==> src/rtl/segment7_pkg.sv <==
// -----------------------------------------------------------------------------
// segment7_pkg
//   Shared types and default constants for the segment7 display path.
//
//   polarity_t   : segment/digit drive polarity used by the segment7 decoder.
//   digit_t      : one BCD/hex digit value presented to the decoder.
//   scan_state_t : phase of the multiplexing scheduler within one digit slot.
//                  IDLE  - not scanning, all digits dark
//                  BLANK - anti-ghosting gap at the start of each slot
//                  ON    - digit lit for the brightness-scaled on-time
//                  OFF   - digit dark for the remainder of the slot
//
//   DEF_* localparams carry the default scan timing so that instantiating
//   modules and the display top agree on one set of numbers.
// -----------------------------------------------------------------------------
package segment7_pkg;

  typedef enum logic {
    ACTIVE_LOW  = 1'b0,
    ACTIVE_HIGH = 1'b1
  } polarity_t;

  typedef logic [3:0] digit_t;

  typedef enum logic [1:0] {
    IDLE  = 2'd0,
    BLANK = 2'd1,
    ON    = 2'd2,
    OFF   = 2'd3
  } scan_state_t;

  localparam int DEF_SEGMENTS     = 4;
  localparam int DEF_DWELL_CYCLES = 1000;
  localparam int DEF_BLANK_CYCLES = 16;
  localparam int DEF_BRIGHT_BITS  = 4;
  localparam int DEF_BLINK_FRAMES = 64;

  // A digit is only driven while the scheduler sits in ON.
  function automatic logic state_is_lit(input scan_state_t s);
    return (s == ON);
  endfunction

endpackage

==> src/rtl/segment7_pwm_timer.sv <==
// -----------------------------------------------------------------------------
// segment7_pwm_timer
//   Per-slot timing engine for segment7_scan_ctrl. Owns the dwell counter,
//   the brightness-scaled on-time and the decode of slot phase boundaries.
//
//   Ports
//     clk            in  system clock
//     rst            in  asynchronous reset, active-high
//     i_active       in  slot timing is running (scanning and not IDLE);
//                        when low the dwell counter is held at 0
//     i_brightness   in  on-time level, captured on the first cycle of a slot
//     o_blank_end    out last cycle of the BLANK interval
//     o_on_end       out last cycle of the ON interval (never when on-time = 0)
//     o_slot_end     out last cycle of the slot (dwell_cnt = DWELL_CYCLES-1)
//     o_pre_slot_end out cycle before the last cycle of the slot
//     o_on_zero      out on-time of the current slot is zero clocks
// -----------------------------------------------------------------------------
module segment7_pwm_timer
  import segment7_pkg::*;
#(
  parameter int DWELL_CYCLES = DEF_DWELL_CYCLES,
  parameter int BLANK_CYCLES = DEF_BLANK_CYCLES,
  parameter int BRIGHT_BITS  = DEF_BRIGHT_BITS
) (
  input  logic                   clk,
  input  logic                   rst,
  input  logic                   i_active,
  input  logic [BRIGHT_BITS-1:0] i_brightness,
  output logic                   o_blank_end,
  output logic                   o_on_end,
  output logic                   o_slot_end,
  output logic                   o_pre_slot_end,
  output logic                   o_on_zero
);

  localparam int CNT_W  = $clog2(DWELL_CYCLES);
  localparam int SPAN   = DWELL_CYCLES - BLANK_CYCLES;
  // SPAN < 2**CNT_W and (level) <= 2**BRIGHT_BITS, so the product always
  // fits in CNT_W+BRIGHT_BITS bits; one extra bit keeps the +1 safe.
  localparam int PROD_W = CNT_W + BRIGHT_BITS + 1;

  logic [CNT_W-1:0]       r_dwell_cnt;
  logic [BRIGHT_BITS-1:0] r_bright_q;
  logic [BRIGHT_BITS-1:0] w_bright;
  logic                   w_slot_first;
  logic [CNT_W:0]         w_on_cycles;
  logic [CNT_W:0]         w_on_last;

  // on_cycles = (SPAN * (level+1)) >> BRIGHT_BITS, multiplied at full width
  // so no precision is lost before the shift.
  function automatic logic [CNT_W:0] scale_on(input logic [BRIGHT_BITS-1:0] lvl);
    logic [PROD_W-1:0] prod;
    prod = PROD_W'(SPAN) * (PROD_W'(lvl) + PROD_W'(1));
    return (CNT_W+1)'(prod >> BRIGHT_BITS);
  endfunction

  // The brightness register only loads at the end of the first slot cycle.
  // On that cycle the live input is used directly so that a slot with a
  // one-clock blank still sees this slot's level at its BLANK->ON decision.
  assign w_slot_first = i_active && (r_dwell_cnt == '0);
  assign w_bright     = w_slot_first ? i_brightness : r_bright_q;
  assign w_on_cycles  = scale_on(w_bright);
  assign w_on_last    = (CNT_W+1)'(BLANK_CYCLES) + w_on_cycles - (CNT_W+1)'(1);

  // Stage p0: phase boundary decode from the current dwell count
  assign o_on_zero      = (w_on_cycles == '0);
  assign o_blank_end    = i_active && (r_dwell_cnt == CNT_W'(BLANK_CYCLES - 1));
  assign o_on_end       = i_active && !o_on_zero &&
                          ({1'b0, r_dwell_cnt} == w_on_last);
  assign o_slot_end     = i_active && (r_dwell_cnt == CNT_W'(DWELL_CYCLES - 1));
  assign o_pre_slot_end = i_active && (r_dwell_cnt == CNT_W'(DWELL_CYCLES - 2));

  // Stage p1: dwell counter and brightness capture
  always_ff @(posedge clk or posedge rst) begin
    if (rst) begin
      r_dwell_cnt <= '0;
    end else if (!i_active || o_slot_end) begin
      r_dwell_cnt <= '0;
    end else begin
      r_dwell_cnt <= r_dwell_cnt + CNT_W'(1);
    end
  end

  always_ff @(posedge clk) begin
    if (w_slot_first) begin
      r_bright_q <= i_brightness;
    end
  end

endmodule

==> src/rtl/segment7_scan_ctrl.sv <==
// -----------------------------------------------------------------------------
// segment7_scan_ctrl
//   Time-multiplexing scheduler for the segment7 decoder. Each digit gets a
//   fixed dwell slot: a leading blank interval (anti-ghosting), then a
//   brightness-scaled on-time, then off-time. Generates the digit index and
//   the lit strobe consumed by segment7, plus a frame-complete pulse.
//
//   Optional feature macro: SEGMENT7_BLINK_EN
//     Adds per-digit blinking. A frame counter counts frame_done pulses and
//     toggles blink_phase every BLINK_FRAMES frames; while blink_phase is high
//     digits selected by blink_mask stay dark during ON. Slot timing is not
//     affected.
//
//   Ports
//     clk         in  system clock
//     rst         in  asynchronous reset, active-high
//     run         in  scanning enabled while high; low returns to IDLE
//     brightness  in  on-time level (0 = dimmest, all-ones = full)
//     counter     out current digit index (registered)
//     enable      out digit lit (registered)
//     frame_done  out one-cycle pulse on the last cycle of the last digit slot
//     blink_mask  in  per-digit blink select   (SEGMENT7_BLINK_EN only)
//     blink_phase out current blink half-period (SEGMENT7_BLINK_EN only)
// -----------------------------------------------------------------------------
module segment7_scan_ctrl
  import segment7_pkg::*;
#(
  parameter int SEGMENTS     = DEF_SEGMENTS,
  parameter int DWELL_CYCLES = DEF_DWELL_CYCLES,
  parameter int BLANK_CYCLES = DEF_BLANK_CYCLES,
  parameter int BRIGHT_BITS  = DEF_BRIGHT_BITS,
  parameter int BLINK_FRAMES = DEF_BLINK_FRAMES
) (
  input  logic                        clk,
  input  logic                        rst,
  input  logic                        run,
  input  logic [BRIGHT_BITS-1:0]      brightness,
  output logic [$clog2(SEGMENTS)-1:0] counter,
  output logic                        enable,
  output logic                        frame_done
`ifdef SEGMENT7_BLINK_EN
  ,
  input  logic [SEGMENTS-1:0]         blink_mask,
  output logic                        blink_phase
`endif
);

  localparam int                CW   = $clog2(SEGMENTS);
  localparam logic [CW-1:0]     LAST = CW'(SEGMENTS - 1);

  // Elaboration-time parameter checks
  if ((SEGMENTS < 2) || ((SEGMENTS & (SEGMENTS - 1)) != 0)) begin : g_bad_segments
    $fatal(1, "segment7_scan_ctrl: SEGMENTS must be a power of 2 and >= 2");
  end
  if (BLANK_CYCLES < 1) begin : g_bad_blank_min
    $fatal(1, "segment7_scan_ctrl: BLANK_CYCLES must be >= 1");
  end
  if (BLANK_CYCLES >= DWELL_CYCLES) begin : g_bad_blank_max
    $fatal(1, "segment7_scan_ctrl: BLANK_CYCLES must be < DWELL_CYCLES");
  end
  if (BLINK_FRAMES < 1) begin : g_bad_blink
    $fatal(1, "segment7_scan_ctrl: BLINK_FRAMES must be >= 1");
  end

  scan_state_t   r_state;
  scan_state_t   w_state_nxt;
  logic [CW-1:0] r_counter;
  logic [CW-1:0] w_counter_nxt;
  logic          r_enable;
  logic          w_enable_nxt;
  logic          r_frame_done;
  logic          w_frame_done_nxt;
  logic          w_active;
  logic          w_blank_end;
  logic          w_on_end;
  logic          w_slot_end;
  logic          w_pre_slot_end;
  logic          w_on_zero;

  // Slot timing only runs while scanning; dropping run clears it at once.
  assign w_active = run && (r_state != IDLE);

  segment7_pwm_timer #(
    .DWELL_CYCLES (DWELL_CYCLES),
    .BLANK_CYCLES (BLANK_CYCLES),
    .BRIGHT_BITS  (BRIGHT_BITS)
  ) u_pwm_timer (
    .clk            (clk),
    .rst            (rst),
    .i_active       (w_active),
    .i_brightness   (brightness),
    .o_blank_end    (w_blank_end),
    .o_on_end       (w_on_end),
    .o_slot_end     (w_slot_end),
    .o_pre_slot_end (w_pre_slot_end),
    .o_on_zero      (w_on_zero)
  );

`ifdef SEGMENT7_BLINK_EN
  localparam int FC_W = (BLINK_FRAMES > 1) ? $clog2(BLINK_FRAMES) : 1;

  logic [FC_W-1:0] r_frame_cnt;
  logic            r_blink_phase;
  logic            w_frame_wrap;
  logic            w_blink_phase_nxt;

  // frame_done is registered, so its high cycle is where a frame is counted.
  assign w_frame_wrap      = r_frame_done && (r_frame_cnt == FC_W'(BLINK_FRAMES - 1));
  assign w_blink_phase_nxt = w_frame_wrap ? ~r_blink_phase : r_blink_phase;

  always_ff @(posedge clk or posedge rst) begin
    if (rst) begin
      r_frame_cnt   <= '0;
      r_blink_phase <= 1'b0;
    end else begin
      r_blink_phase <= w_blink_phase_nxt;
      if (!run || w_frame_wrap) begin
        r_frame_cnt <= '0;
      end else if (r_frame_done) begin
        r_frame_cnt <= r_frame_cnt + FC_W'(1);
      end
    end
  end

  assign blink_phase = r_blink_phase;
`endif

  // Stage p0: next-state, digit index and registered-output decode
  always_comb begin
    w_state_nxt   = r_state;
    w_counter_nxt = r_counter;
    if (!run) begin
      w_state_nxt   = IDLE;
      w_counter_nxt = '0;
    end else begin
      unique case (r_state)
        IDLE: begin
          w_state_nxt   = BLANK;
          w_counter_nxt = '0;
        end
        BLANK: begin
          // A zero on-time goes straight to OFF so ON is never zero length.
          if (w_blank_end) begin
            w_state_nxt = w_on_zero ? OFF : ON;
          end
        end
        ON: begin
          // Full brightness ends ON on the slot's last cycle: OFF is skipped.
          if (w_slot_end) begin
            w_state_nxt = BLANK;
          end else if (w_on_end) begin
            w_state_nxt = OFF;
          end
        end
        OFF: begin
          if (w_slot_end) begin
            w_state_nxt = BLANK;
          end
        end
        default: w_state_nxt = IDLE;
      endcase
      // Power-of-2 digit count makes the natural wrap SEGMENTS-1 -> 0.
      if (w_slot_end) begin
        w_counter_nxt = r_counter + CW'(1);
      end
    end
  end

  always_comb begin
    w_enable_nxt = state_is_lit(w_state_nxt);
`ifdef SEGMENT7_BLINK_EN
    if (w_blink_phase_nxt && blink_mask[w_counter_nxt]) begin
      w_enable_nxt = 1'b0;
    end
`endif
  end

  // Registered so that frame_done is high on the last cycle of the last
  // digit, i.e. the cycle whose edge moves counter from SEGMENTS-1 to 0.
  assign w_frame_done_nxt = w_pre_slot_end && (r_counter == LAST);

  // Stage p1: state and output registers
  always_ff @(posedge clk or posedge rst) begin
    if (rst) begin
      r_state      <= IDLE;
      r_counter    <= '0;
      r_enable     <= 1'b0;
      r_frame_done <= 1'b0;
    end else begin
      r_state      <= w_state_nxt;
      r_counter    <= w_counter_nxt;
      r_enable     <= w_enable_nxt;
      r_frame_done <= w_frame_done_nxt;
    end
  end

  assign counter    = r_counter;
  assign enable     = r_enable;
  assign frame_done = r_frame_done;

endmodule

==> config.mk <==
export PLATFORM = sky130hd
export DESIGN_NAME = segment7_scan_ctrl
export DESIGN_NICKNAME = d
export VERILOG_FILES = /design/src/rtl/segment7_pkg.sv /design/src/rtl/segment7_pwm_timer.sv /design/src/rtl/segment7_scan_ctrl.sv
export SDC_FILE = /design/constraint.sdc
export NUM_CORES = 1
export LEC_CHECK = 0
export ABC_CLOCK_PERIOD_IN_PS = 8060
export CAP_MARGIN = 25
export CORE_MARGIN = 10
export CORE_UTILIZATION = 50
export CTS_CLUSTER_DIAMETER = 80
export DETAILED_ROUTE_END_ITERATION = 10
export HOLD_SLACK_MARGIN = 0.15
export PLACE_DENSITY = 0.78
export SYNTH_ARGS = -nofsm -noshare
export SYNTH_HDL_FRONTEND = slang
export SYNTH_SLANG_ARGS = --single-unit
==> constraint.sdc <==
create_clock -name clk -period 8.06 [get_ports clk]
set_input_delay 2.015 -clock clk [delete_from_list [all_inputs] [get_ports clk]]
set_output_delay 2.015 -clock clk [all_outputs]
set_load 0.05 [all_outputs]
==> impl_metrics.env <==
export IMPL_ys_warnings_count=0
export IMPL_yosysTopAreaCell="sky130_fd_sc_hd__dfrtp_1"
export IMPL_setup_worst_path_end_class="flop"
export IMPL_place_congestion=0.825
export IMPL_wl_um=4390
export IMPL_cts_resized_gates=0
export IMPL_postSynth_asyncResetShare=0.800
export IMPL_synth_seq_cells=20
export IMPL_placement_rows=24
export IMPL_numClockSinks=20
export IMPL_post_route_drc_count=0
export IMPL_setup_viol_count_final=0
export IMPL_critPathMaxFanout=6
export IMPL_syn_inst=242
export IMPL_grt_antenna_before_repair=0
export IMPL_hold_class="flop to flop"
export IMPL_syn_mean_instance_area_um2=9.20
export IMPL_critPathLaunchType="primary input"
export IMPL_dpl_instance_area_mm2=0.00240
export IMPL_cp_startpoint="run"
export IMPL_crit_required_ps=8190
export IMPL_synthTopCellsByCount="sky130_fd_sc_hd__ha_1, sky130_fd_sc_hd__inv_1, sky130_fd_sc_hd__nor2_1"
export IMPL_finalCritPeriodShare=0.931
export IMPL_chipHeight_um=86.7
export IMPL_post_synth_num_cell_types=48
export IMPL_initial_core_util=0.515
export IMPL_synth_yosys_seq_area_share=0.216
export IMPL_synthFlopType="sky130_fd_sc_hd__dfrtp_1"
export IMPL_yosys_area_top_type_share=0.180
export IMPL_min_from="u_pwm_timer.r_dwell_cnt[0]"
export IMPL_rsz0062_at_grt="no"
export IMPL_dieWidth_um=86.7
export IMPL_number_of_nets_in_the_final_layout=304
export IMPL_layout_filler_cells=388
export IMPL_number_of_synthesized_flops_with_an_enable_pin=0
export IMPL_cts_root_buf="sky130_fd_sc_hd__clkbuf_8"
export IMPL_crit_path_largest_cell_delay_ps=550
export IMPL_area_growth_syn_to_layout_pct=10.2
export IMPL_route_antenna_remaining_nets=0
export IMPL_dr_first_iter_drc_count=115
export IMPL_clock_tree_buffer_depth=2
export IMPL_wire_length_of_the_first_global_routing_pass_um=7580
export IMPL_die_area_mm2=0.00752
export IMPL_fin_crit_ps=7510
export IMPL_io_buffer_count=10
export IMPL_setup_worst_path_class="primary input to flop"
export IMPL_finish_instance_area_mm2=0.00245
export IMPL_ys_top_cells_by_area="sky130_fd_sc_hd__dfrtp_1, sky130_fd_sc_hd__ha_1, sky130_fd_sc_hd__xnor2_1"
export IMPL_grt_overflow=0
export IMPL_worst_clock_skew_ps=3.76
export IMPL_placed_wire_length_estimate_after_detailed_placement_um=3720
export IMPL_number_of_setup_buffers_added_after_cts=0
export IMPL_num_io_pins=11
export IMPL_r2r_start="u_pwm_timer.r_dwell_cnt[7]"
export IMPL_tightestPinTransition_ps=583
export IMPL_timing_max_slew_rel_slack=0.611
export IMPL_path_cells="clkdlybuf4s50_1, o21a_1, and4_1, mux2i_2, inv_1, ha_1, xnor2_1, buf_4, ha_1, inv_1, fa_1, inv_1, fa_1, ha_1, a21o_1, a221oi_1, nand3_1, mux2i_1, nor4b_2, and4b_1, o41a_1"
export IMPL_fin_ws_ps=552
export IMPL_cts_hold_buffers_added=0
export IMPL_grtUsageMet1=0.166
export IMPL_globalRouteTotalUtil=0.121
export IMPL_highest_attainable_clock_frequency_ghz=0.133
export IMPL_yosys_cell_count_top_type="sky130_fd_sc_hd__ha_1"
export IMPL_final_layout_size_suffix_gt1_frac=0.0581
export IMPL_slowest_stage="sky130_fd_sc_hd__clkdlybuf4s50_1"
export IMPL_timing_max_cap_violations=0
export IMPL_status="complete, no violations"
export IMPL_cts_tree="yes"
export IMPL_htree_num_levels=1
export IMPL_postSynthNetCount=287
export IMPL_maximum_number_of_pins_on_one_net_before_global_route_repair=17
export IMPL_drtPass1Iterations=4
export IMPL_vias=1714
export IMPL_diodes=0
export IMPL_synthesis_area_mm2=0.00223
export IMPL_setup_total_negative_slack_ps=0
export IMPL_grt_met3_usage=0.0206
export IMPL_grt_most_used_layer="met2"
export IMPL_clkTransAtPathRegs_ps=70
export IMPL_placement_setup_worst_slack_ps=318
export IMPL_drt_wirelength_per_cell_um=14.2
export IMPL_maxSlewViolCount=0
export IMPL_met2_track_usage_gr=0.193
export IMPL_routed_via_density=5.53
export IMPL_core_mm2=0.00432
export IMPL_worst_ep_arrival_time_ps=7640
export IMPL_number_of_global_route_vias_before_repair=1632
export IMPL_cts_made_buffers=3
export IMPL_worst_skew_pair_late_latency_ps=260
export IMPL_hold_viol=0
==> state kept, by name (all words and copies together), names as in the netlist <==
register / cells
frame_done: 1
u_pwm_timer.r_dwell_cnt: 10
r_state: 2
enable: 1
u_pwm_timer.r_bright_q: 4
counter: 2
==> cell usage in the layout, fill, tap and decap left out, drive strengths merged, types with 4 or more instances in the layout <==
master and n:
ha 31, inv 29, nor2 24, xnor2 22
dfrtp 16, nand2 13, xor2 10, clkdlybuf4s50 10
mux2i 10, o21ai 9, fa 7, and3 6
and4 5, nand3 4, a21oi 4, nor2b 4
clkbuf 4, buf 4, dfxtp 4
==> critical path, delay by kind of cell <==
kind	cells	cell delay, ps
adders and majority gates	5	1840
AOI/OAI and AO/OA	4	1190
buffers and inverters	5	980
and+or+nand+nor	4	980
muxes	2	490
xor gates and xnor gates	1	140
==> layout make-up <==
class                   instances  area (um^2)  share of cell area
well taps                      52         65.1              0.0265
flip-flops and latches         20          480               0.196
inverters                      29          109              0.0443
repair buffers                 14          130              0.0530
clock buffers                   4         55.1              0.0224
multi-input cells             191         1620               0.658
==> worst paths after layout <==
kind                                              end  slack (ps)  cells past startpoint
setup / recovery                               enable         550                     21
hold / removal             u_pwm_timer.r_dwell_cnt[0]         540                      1
max in group asynchronous  u_pwm_timer.r_dwell_cnt[5]        5570                      2
setup reg to reg                               enable        2150                     20
hold reg to reg            u_pwm_timer.r_dwell_cnt[0]         540                      1
min in group asynchronous  u_pwm_timer.r_dwell_cnt[6]        2110                      2
==> through the flow <==
| step | hold WS, ps | util | instances |
|---|---|---|---|
| 6_report | 542 | 0.568 | 310 |
| 3_3_place_gp | 538 | 0.555 | 306 |
| 2_1_floorplan | 486 | - | 242 |
| 4_1_cts | 550 | 0.568 | 310 |
| 5_1_grt | 594 | 0.568 | 310 |
| 3_5_place_dp | 539 | 0.555 | 306 |
==> per-layer routing <==
metal  part of all wire  vias up
li1                   -      870
met1               0.50      810
met4              0.011        0
met5                  0        -
met3              0.030        6
met2               0.46       28
==> cell families after synthesis <==
kind of cell             after synthesis  synth area share
buffers and inverters                 31            0.0590
AND/OR/NAND/NOR                       78             0.199
adder cells (fa/ha/maj)               38             0.237
multiplexers                          10            0.0522
flip-flops                            20             0.216
AO/OA/AOI/OAI                         33             0.111
XOR/XNOR                              32             0.126
Power is not shown: default switching activity piles up to over one toggle a cycle in this logic, so the estimate is an artifact.
